### src/rtl/rf_wport_arbiter_pkg.sv
// Shared constants and types for the register-file write-port arbiter.
// Holds default queue depth, starvation limit, datapath widths and the
// late-result queue entry layout used by the arbiter and its queue.
package rf_wport_arbiter_pkg;

  localparam int LQ_DEPTH   = 2;   // late-result queue entries
  localparam int STARVE_MAX = 7;   // lost-grant cycles before WB is held
  localparam int AW         = 5;   // register address width
  localparam int DW         = 32;  // register data width
  localparam int BW         = 4;   // byte-enable width

  typedef struct packed {
    logic [BW-1:0] we;
    logic [AW-1:0] waddr;
    logic [DW-1:0] wdata;
  } lq_entry_t;

endpackage

### src/rtl/rf_wport_arbiter_lq_fifo.sv
// Purpose: circular FIFO holding late (mul/div) results awaiting the write port.
// Latency: push visible at head the cycle after; pop is combinational on head.
// Backpressure: full blocks the producer; push and pop on full never coincide.
// Ports: clk, rst_n (async active-low), push/din, pop, head, full, empty.
module lq_fifo
  import rf_wport_arbiter_pkg::*;
#(
  parameter int DEPTH = 2
) (
  input  logic      clk,
  input  logic      rst_n,
  input  logic      push,
  input  lq_entry_t din,
  input  logic      pop,
  output lq_entry_t head,
  output logic      full,
  output logic      empty
);

  localparam int PW = (DEPTH > 1) ? $clog2(DEPTH) : 1;
  localparam int CW = $clog2(DEPTH + 1);

  lq_entry_t       mem [DEPTH];
  logic [PW-1:0]   wr_ptr;
  logic [PW-1:0]   rd_ptr;
  logic [CW-1:0]   count;

  assign full  = (count == CW'(DEPTH));
  assign empty = (count == '0);
  assign head  = mem[rd_ptr];

  // Storage needs no reset: the occupancy count alone defines validity.
  always_ff @(posedge clk) begin
    if (push) begin
      mem[wr_ptr] <= din;
    end
  end

  // Pointers wrap modulo DEPTH so non-power-of-two depths work too.
  always_ff @(posedge clk or negedge rst_n) begin
    if (!rst_n) begin
      wr_ptr <= '0;
      rd_ptr <= '0;
      count  <= '0;
    end else begin
      if (push) begin
        wr_ptr <= (wr_ptr == PW'(DEPTH - 1)) ? '0 : wr_ptr + 1'b1;
      end
      if (pop) begin
        rd_ptr <= (rd_ptr == PW'(DEPTH - 1)) ? '0 : rd_ptr + 1'b1;
      end
      if (push && !pop) begin
        count <= count + 1'b1;
      end else if (pop && !push) begin
        count <= count - 1'b1;
      end
    end
  end

endmodule

### src/rtl/rf_wport_arbiter.sv
// Purpose: arbitrates the single regfile write port between WB and late results.
// Latency: rf_* are combinational from the granted source (zero cycles).
// Backpressure: lu_ready drops when the late queue is full; wb_hold freezes WB
//   after STARVE_MAX lost cycles so a queued late result can drain.
// Ports: WB write (wb_we/waddr/wdata), late result (lu_valid/ready/we/waddr/
//   wdata), long-op issue (lu_issue/_addr), ID reads (ren*/raddr*) -> stallreq,
//   wb_hold, and the regfile write (rf_we/waddr/wdata).
module rf_wport_arbiter
  import rf_wport_arbiter_pkg::*;
#(
  parameter int LQ_DEPTH   = rf_wport_arbiter_pkg::LQ_DEPTH,
  parameter int STARVE_MAX = rf_wport_arbiter_pkg::STARVE_MAX
) (
  input  logic          clk,
  input  logic          rst_n,
  input  logic [BW-1:0] wb_we,
  input  logic [AW-1:0] wb_waddr,
  input  logic [DW-1:0] wb_wdata,
  input  logic          lu_valid,
  output logic          lu_ready,
  input  logic [BW-1:0] lu_we,
  input  logic [AW-1:0] lu_waddr,
  input  logic [DW-1:0] lu_wdata,
  input  logic          lu_issue,
  input  logic [AW-1:0] lu_issue_addr,
  input  logic          ren1,
  input  logic [AW-1:0] raddr1,
  input  logic          ren2,
  input  logic [AW-1:0] raddr2,
  output logic          stallreq,
  output logic          wb_hold,
  output logic [BW-1:0] rf_we,
  output logic [AW-1:0] rf_waddr,
  output logic [DW-1:0] rf_wdata
);

  localparam int SW = (STARVE_MAX > 0) ? $clog2(STARVE_MAX + 1) : 1;

  lq_entry_t      q_head;
  lq_entry_t      q_din;
  logic           q_full;
  logic           q_empty;
  logic           q_push;
  logic           wb_req;
  logic           grant_q;
  logic           grant_wb;
  logic           grant_direct;
  logic           late_wr;
  logic [SW-1:0]  starve_cnt;
  logic [31:0]    pending;
  logic [31:0]    pending_nxt;

  assign wb_req  = |wb_we;
  assign wb_hold = (starve_cnt == SW'(STARVE_MAX)) && !q_empty;

  // Grants are qualified by rst_n so no write leaks out while reset is held.
  assign grant_q      = rst_n && !q_empty && (wb_hold || !wb_req);
  assign grant_wb     = rst_n && wb_req && !wb_hold;
  assign grant_direct = rst_n && q_empty && !wb_req && lu_valid;
  assign late_wr      = grant_q || grant_direct;

  // A late result written straight through never occupies a queue slot.
  assign lu_ready = !q_full;
  assign q_push   = lu_valid && !q_full && !grant_direct;
  assign q_din    = '{we: lu_we, waddr: lu_waddr, wdata: lu_wdata};

  lq_fifo #(
    .DEPTH (LQ_DEPTH)
  ) u_lq_fifo (
    .clk   (clk),
    .rst_n (rst_n),
    .push  (q_push),
    .din   (q_din),
    .pop   (grant_q),
    .head  (q_head),
    .full  (q_full),
    .empty (q_empty)
  );

  always_comb begin
    rf_we    = '0;
    rf_waddr = '0;
    rf_wdata = '0;
    if (grant_q) begin
      rf_we    = q_head.we;
      rf_waddr = q_head.waddr;
      rf_wdata = q_head.wdata;
    end else if (grant_wb) begin
      rf_we    = wb_we;
      rf_waddr = wb_waddr;
      rf_wdata = wb_wdata;
    end else if (grant_direct) begin
      rf_we    = lu_we;
      rf_waddr = lu_waddr;
      rf_wdata = lu_wdata;
    end
  end

  // Counts cycles the queue head waited while WB took the port.
  always_ff @(posedge clk or negedge rst_n) begin
    if (!rst_n) begin
      starve_cnt <= '0;
    end else if (q_empty || grant_q) begin
      starve_cnt <= '0;
    end else if (starve_cnt != SW'(STARVE_MAX)) begin
      starve_cnt <= starve_cnt + 1'b1;
    end
  end

  // Only late writes retire pending marks; a new issue to the same register
  // in the same cycle must stay pending, so the set is applied last.
  always_comb begin
    pending_nxt = pending;
    if (late_wr) begin
      pending_nxt[rf_waddr] = 1'b0;
    end
    if (lu_issue) begin
      pending_nxt[lu_issue_addr] = 1'b1;
    end
    pending_nxt[0] = 1'b0;
  end

  always_ff @(posedge clk or negedge rst_n) begin
    if (!rst_n) begin
      pending <= '0;
    end else begin
      pending <= pending_nxt;
    end
  end

  assign stallreq = (ren1 && pending[raddr1]) || (ren2 && pending[raddr2]);

endmodule
### config.mk
export PLATFORM = sky130hd
export DESIGN_NAME = rf_wport_arbiter
export DESIGN_NICKNAME = d
export VERILOG_FILES = /design/src/rtl/rf_wport_arbiter_pkg.sv /design/src/rtl/rf_wport_arbiter_lq_fifo.sv /design/src/rtl/rf_wport_arbiter.sv
export SDC_FILE = /design/constraint.sdc
export NUM_CORES = 1
export LEC_CHECK = 0
export CORE_ASPECT_RATIO = 1.4
export CORE_MARGIN = 5
export CORE_UTILIZATION = 29
export CTS_BUF_LIST = sky130_fd_sc_hd__clkbuf_4 sky130_fd_sc_hd__clkbuf_8
export DETAILED_ROUTE_END_ITERATION = 16
export PLACE_DENSITY = 0.48
export SETUP_SLACK_MARGIN = 0.1
export SLEW_MARGIN = 20
export SYNTH_ARGS = -nofsm -noshare
export SYNTH_HDL_FRONTEND = slang
export SYNTH_HIERARCHICAL = 1
export SYNTH_SLANG_ARGS = --single-unit
### constraint.sdc
create_clock -name clk -period 8.6 [get_ports clk]
set_input_delay 0.86 -clock clk [delete_from_list [all_inputs] [get_ports clk]]
set_output_delay 0.86 -clock clk [all_outputs]
set_load 0.005 [all_outputs]
# Word level (Yosys, flattened, before mapping)
# Memory sizes are Yosys's and may differ from the RTL's.
# Cells that the tools add are included.
[classes] n_addsub=5 n_bitwise=3 magnitude_cmp=6 muxes=27 eq_ne=3 reduce_logical=31
[op_table] operator="two-way mux 32 bit" n=5
[op_table] operator="bitwise AND 32 bit" n=1
[op_table] operator="NOT 32 bit" n=1
[op_table] operator="OR 32 bit" n=1
[op_table] operator="< comparator 5 x 6 -> 1 bit, second input constant" n=4
[op_table] operator="logical AND 1 bit" n=16
[op_table] operator="two-way mux 5 bit" n=3
[op_table] operator="two-way mux 4 bit" n=3
[op_table] operator="binary-select mux 1 bit (select 5 bit)" n=2
[op_table] operator="demux 1 bit (select 5 bit)" n=2
[op_table] operator="greater-or-equal comparator 5 x 1 -> 1 bit, second input constant" n=2
[op_table] operator="two-way mux 1 bit" n=8
[op_table] operator="zero test 1 bit" n=7
[op_table] operator="two-way mux 3 bit" n=2
[op_table] operator="logical OR 1 bit" n=4
[op_table] operator="two-way mux 2 bit" n=2
[op_table] operator="nonzero test 2 bit" n=2
[op_table] operator="OR reduction 4 bit" n=1
[op_table] operator="adder 3 x 1 -> 3 bit, second input constant" n=1
[op_table] operator="== test 3 bit, second input constant" n=1
[op_table] operator="!= test 3 bit, second input constant" n=1
[op_table] operator="adder 1 bit, second input constant" n=2
[op_table] operator="adder 2 x 1 -> 2 bit, second input constant" n=1
[op_table] operator="== test 2 bit, second input constant" n=1
[op_table] operator="2 further kinds" n=2
[totals] in_bits=103 ramBits=82 elab_cells=81 mem_count=1 out_inout_bits=44 ff_bits=38
[memory_table] memory="u_lq_fifo.mem" words=2 width=41 read_ports=1 rd_ports_with_merged_regs=0 write_ports=1 line_no="rf_wport_arbiter_lq_fifo.sv:23" source="lq_entry_t mem [DEPTH];"

# Longest topological paths before layout
[depth] ltp_word=16 depth_mapped=12 mapped_depth_nobuf=9

# Cells and area by module
# The synthesis kept the hierarchy.
[by_module_without_submodules] mod="lq_fifo" seq_area_each_um2=2562.5 area_per_inst_um2=3348.2 instances=1 cells_each=144
[by_module_without_submodules] mod="rf_wport_arbiter" seq_area_each_um2=850.8 area_per_inst_um2=3130.5 instances=1 cells_each=364

# Least setup slack after synthesis
# OpenSTA, ideal clock, no wires.
[synth_path] path_type="input port to flip-flop" startpoint="in wb_we[2]" endpoint="mem u_lq_fifo/mem[0][0] (netlist bit), enable pin" arrival_time_ps=3636 path_buffers=2 path_stages=6 setup_time_ps=444 required_ps=8156 setup_slack_ps=4520 cell_sequence="or4_4 buf_6 nor2_1 clkbuf_1 nor3b_1 nor2b_1"
[synth_via] elab_chain_cells=8
[synth_lines] item="start, declared" line_no="rf_wport_arbiter.sv:16" source="input logic [BW-1:0] wb_we,"
[synth_lines] item="OR reduction 4 bit" line_no="rf_wport_arbiter.sv:53" source="assign wb_req = |wb_we;"
[synth_lines] item="zero test 1 bit" line_no="rf_wport_arbiter.sv:59" source="assign grant_direct = rst_n && q_empty && !wb_req && lu_valid;"
[synth_lines] item="logical AND 1 bit (2 in series)" line_no="rf_wport_arbiter.sv:59"
[synth_lines] item="zero test 1 bit" line_no="rf_wport_arbiter.sv:64" source="assign q_push = lu_valid && !q_full && !grant_direct;"
[synth_lines] item="logical AND 1 bit" line_no="rf_wport_arbiter.sv:64"
[synth_lines] item="via q_push" line_no="rf_wport_arbiter.sv:43" source="logic q_push;"
[synth_lines] item="two-way mux 1 bit" line_no="rf_wport_arbiter_lq_fifo.sv:34" source="if (push) begin"
[synth_lines] item="two-way mux 1 bit (not written as such)" line_no="rf_wport_arbiter_lq_fifo.sv:35" source="mem[wr_ptr] <= din;"
[synth_lines] item="end, declared" line_no="rf_wport_arbiter_lq_fifo.sv:23"
# The timed path passes the listed nets, and every way through them passes these cells.

# Final worst setup path
[layout_path] startpoint="in wb_we[2]" endpoint="out rf_we[3]"
[layout_via] elab_chain_cells=7
[layout_lines] item="OR reduction 4 bit (*)" line_no="rf_wport_arbiter.sv:53"
[layout_lines] item="zero test 1 bit" line_no="rf_wport_arbiter.sv:57, rf_wport_arbiter.sv:59"
[layout_lines] item="logical AND 1 bit (2 in series)" line_no="rf_wport_arbiter.sv:59"
[layout_lines] item="two-way mux 4 bit" line_no="rf_wport_arbiter.sv:92" source="end else if (grant_direct) begin"
[layout_lines] item="two-way mux 4 bit" line_no="rf_wport_arbiter.sv:88" source="end else if (grant_wb) begin"
[layout_lines] item="two-way mux 4 bit (*)" line_no="rf_wport_arbiter.sv:84" source="if (grant_q) begin"
[layout_lines] item="end, declared" line_no="rf_wport_arbiter.sv:32" source="output logic [BW-1:0] rf_we,"
# Every way passes the cells marked *; elsewhere a longest branch is shown, timed or not.

==> metrics.txt <==
Leak 3.50 nW; cts hold-fix bufs 0; synthesized area 0.00648 mm²; ys async rst share 0.317; DRT Pass-1 Iters 8; combinational share of power 0.341; clk_lat worst skew 0.43 ns; non-filler cells, final 963; Reg power frac 0.389; layout cells sized above 1 0.177; Net Sw Frac 0.301; Final Skew 0.00992 ns; number of global-route vias before repair 5122; die width 136 µm; crit path to rf_we[3]; FP Rows 64; Reg2Reg Capture Point pending[7]$_DFF_PN0_; nets@finish 759; max-cap viol count 0; post-synthesis instance total 508; Total Die Area 0.0255 mm²; Final Cell Area 0.00863 mm²; Routed Antenna Nets 0; measured slew at the worst slew-check pin 1.12 ns; HPWL after DPL 13200 µm; Yosys reg bits 120; Hold Crit Depth 1; IO Port Bufs 146; Slew Viols, Final 0; htree depth 4; clock power share 0.269; setup bufs post-CTS 0; Unique masters post-synth 55; Routed WL 18200 µm; initial drt markers 350; Hold Fails Final Rpt 0; Final Setup Violations 0; Ys Warns 6; Critical path origin wb_we[2]; main flop type after synthesis edfxtp_1; fin worst setup slack 3.76 ns; Die Y-Extent 187 µm; Root Driver clkbuf_8; worst-path maximum fanout 38; Residual DRC 0; Hold Crit Class reg2reg; status completed; hold slack final 0.494 ns; startpoint class of the critical path input pin; NetSw 624 µW; Starting Density 0.295; largest net degree at the start of global routing 45; gr ovfl total 0; FMAX 207 MHz; crit path capture type primary output; EDFF count, synth 82; hold_sp u_lq_fifo/count[1]$_DFFE_PN0P_; post-cts sizing count 0; total CTS buffers 17; GPL Wtd Cong 0.841; worst slack, placed 3.71 ns; Syn Nets 614; # clock sinks 120; pwr/cell area 240 mW/mm²; initial antenna violation count 0; Req. time, crit path 7.74 ns; Ant. Diodes 0; Reg2Reg Setup Slack 5.49 ns; DP Cell Count 931; leading cell types in the layout, fill and taps excluded clkdlybuf4s50_1 (145), edfxtp_1 (82), inv_1 (73); crit share post-route 0.563; Worst-path clk slew 0.07 ns; Post-DP Area 0.00819 mm²; Max Root-Sink Buffers 2; worst vdd ir 0.103 mV; reg2reg start starve_cnt[0]$_DFFE_PN0P_; TritonCTS clock tree yes; CP Class in2out; routed via count 4838; Core Box Area 0.0219 mm²; most common cell after layout, fill and taps aside clkdlybuf4s50_1; Avg Inst Size Synth 12.8 µm²; final setup TNS 0 ns; relative slew slack 0.256; first-pass GRT wire length 28600 µm; post-synthesis sequential area ratio 0.527; synthesis-to-layout area growth 33.2%; DR WL/cell 18.9 µm; CP Data Arrival Time 3.98 ns; Internal 1.45 mW; depth of the worst register-to-register path 8; RSZ-0062 raised after global routing no; Via density 5.02; Tmin final 4.84 ns; gr usage total 0.144; # IOs 147
[kinds of logic after synthesis]
kind of cell / count (synthesis) / synth area share
AO/OA/AOI/OAI: 110 / 0.140
adder cells (fa/ha/maj): 3 / 0.00579
multiplexers: 69 / 0.167
XOR/XNOR: 6 / 0.00811
buffers and inverters: 99 / 0.0718
AND/OR/NAND/NOR: 101 / 0.0796
flip-flops: 120 / 0.527
[worst max-delay path, stage by stage]
cell and delay (ns):
clkdlybuf4s50_1 0.49, or4_4 0.68, a211oi_4 0.62, buf_4 0.49, a222oi_1 0.19, inv_1 0.12
clkdlybuf4s50_1 0.52
[per-stage QoR]
| step | total power [mW] | util |
|---|---|---|
| 2_1_floorplan | 1.30 | - |
| 3_5_place_dp | 1.53 | 0.373 |
| 3_3_place_gp | 1.52 | 0.373 |
| 5_1_grt | 2.19 | 0.393 |
| 6_report | 2.07 | 0.393 |
| 4_1_cts | 2.11 | 0.393 |
[Yosys cell counts, types with 3 or more instances]
cell type  number  area [µm²]
mux2_4         40         601
o21ai_0        10        50.1
nand3b_1        4        30.0
a21oi_2         3        26.3
nor3b_1         3        22.5
nor2_1         32         120
a32oi_1         5        43.8
inv_1          73         274
mux2_2          5        56.3
nor2b_1         4        25.0
a21oi_1        14        70.1
xor2_1          4        35.0
a222oi_1       37         370
mux4_2         15         338
nand2_1        21        78.8
buf_12          4        80.1
o21ai_1         5        25.0
nor3_1          9        45.0
dfrtp_1        38         951
nand3_1         8        40.0
a22oi_1         8        60.1
clkbuf_1       11        41.3
buf_2           8        40.0
nand2b_1        3        18.8
o221ai_1       12         105
and3_1          4        25.0
edfxtp_1       82        2460
mux2i_1         9        90.1
ha_1            3        37.5
[power by group through the flow]
stage          Clock, mW  Combinational, mW  Sequential [mW]
2_1_floorplan          0              0.499            0.805
4_1_cts            0.577              0.721            0.809
3_5_place_dp           0              0.713            0.821
5_1_grt            0.602              0.768            0.820
6_report           0.558              0.707            0.807
3_3_place_gp           0              0.710            0.814
[area by class of cell]
type | count | area (µm²)
clock buffer | 18 | 241
clock inverter | 14 | 199
fill | 2109 | 13300
inverter | 73 | 274
multi-input combinational | 289 | 2630
sequential | 120 | 3410
tap | 297 | 372
timing repair buffer | 152 | 1500
[sequential cells by signal, indices dropped and copies added (netlist names)]
signal / count
u_lq_fifo/count: 2
u_lq_fifo/rd_ptr: 1
starve_cnt: 3
u_lq_fifo/wr_ptr: 1
u_lq_fifo/mem: 82
pending: 31
[per-layer routing]
layer	GRT usage	vias up	part of all wire	wire length, µm
met1	0.182	2383	0.42	7620
met5	0	-	0	0
met4	0.0365	0	0.012	221
met3	0.0447	18	0.069	1260
li1	-	2245	-	-
met2	0.240	192	0.50	9060
[worst min-delay path by stage]
stage,to,slack (ns)
detailed placement,u_lq_fifo/count[1]$_DFFE_PN0P_,0.48
global route,u_lq_fifo/count[1]$_DFFE_PN0P_,0.53
global placement,u_lq_fifo/count[1]$_DFFE_PN0P_,0.48
finish,u_lq_fifo/count[1]$_DFFE_PN0P_,0.49
floorplan,u_lq_fifo/wr_ptr$_DFFE_PN0P_,0.46
CTS,u_lq_fifo/count[1]$_DFFE_PN0P_,0.49
Note: power is estimated with default switching activity, not from simulation.
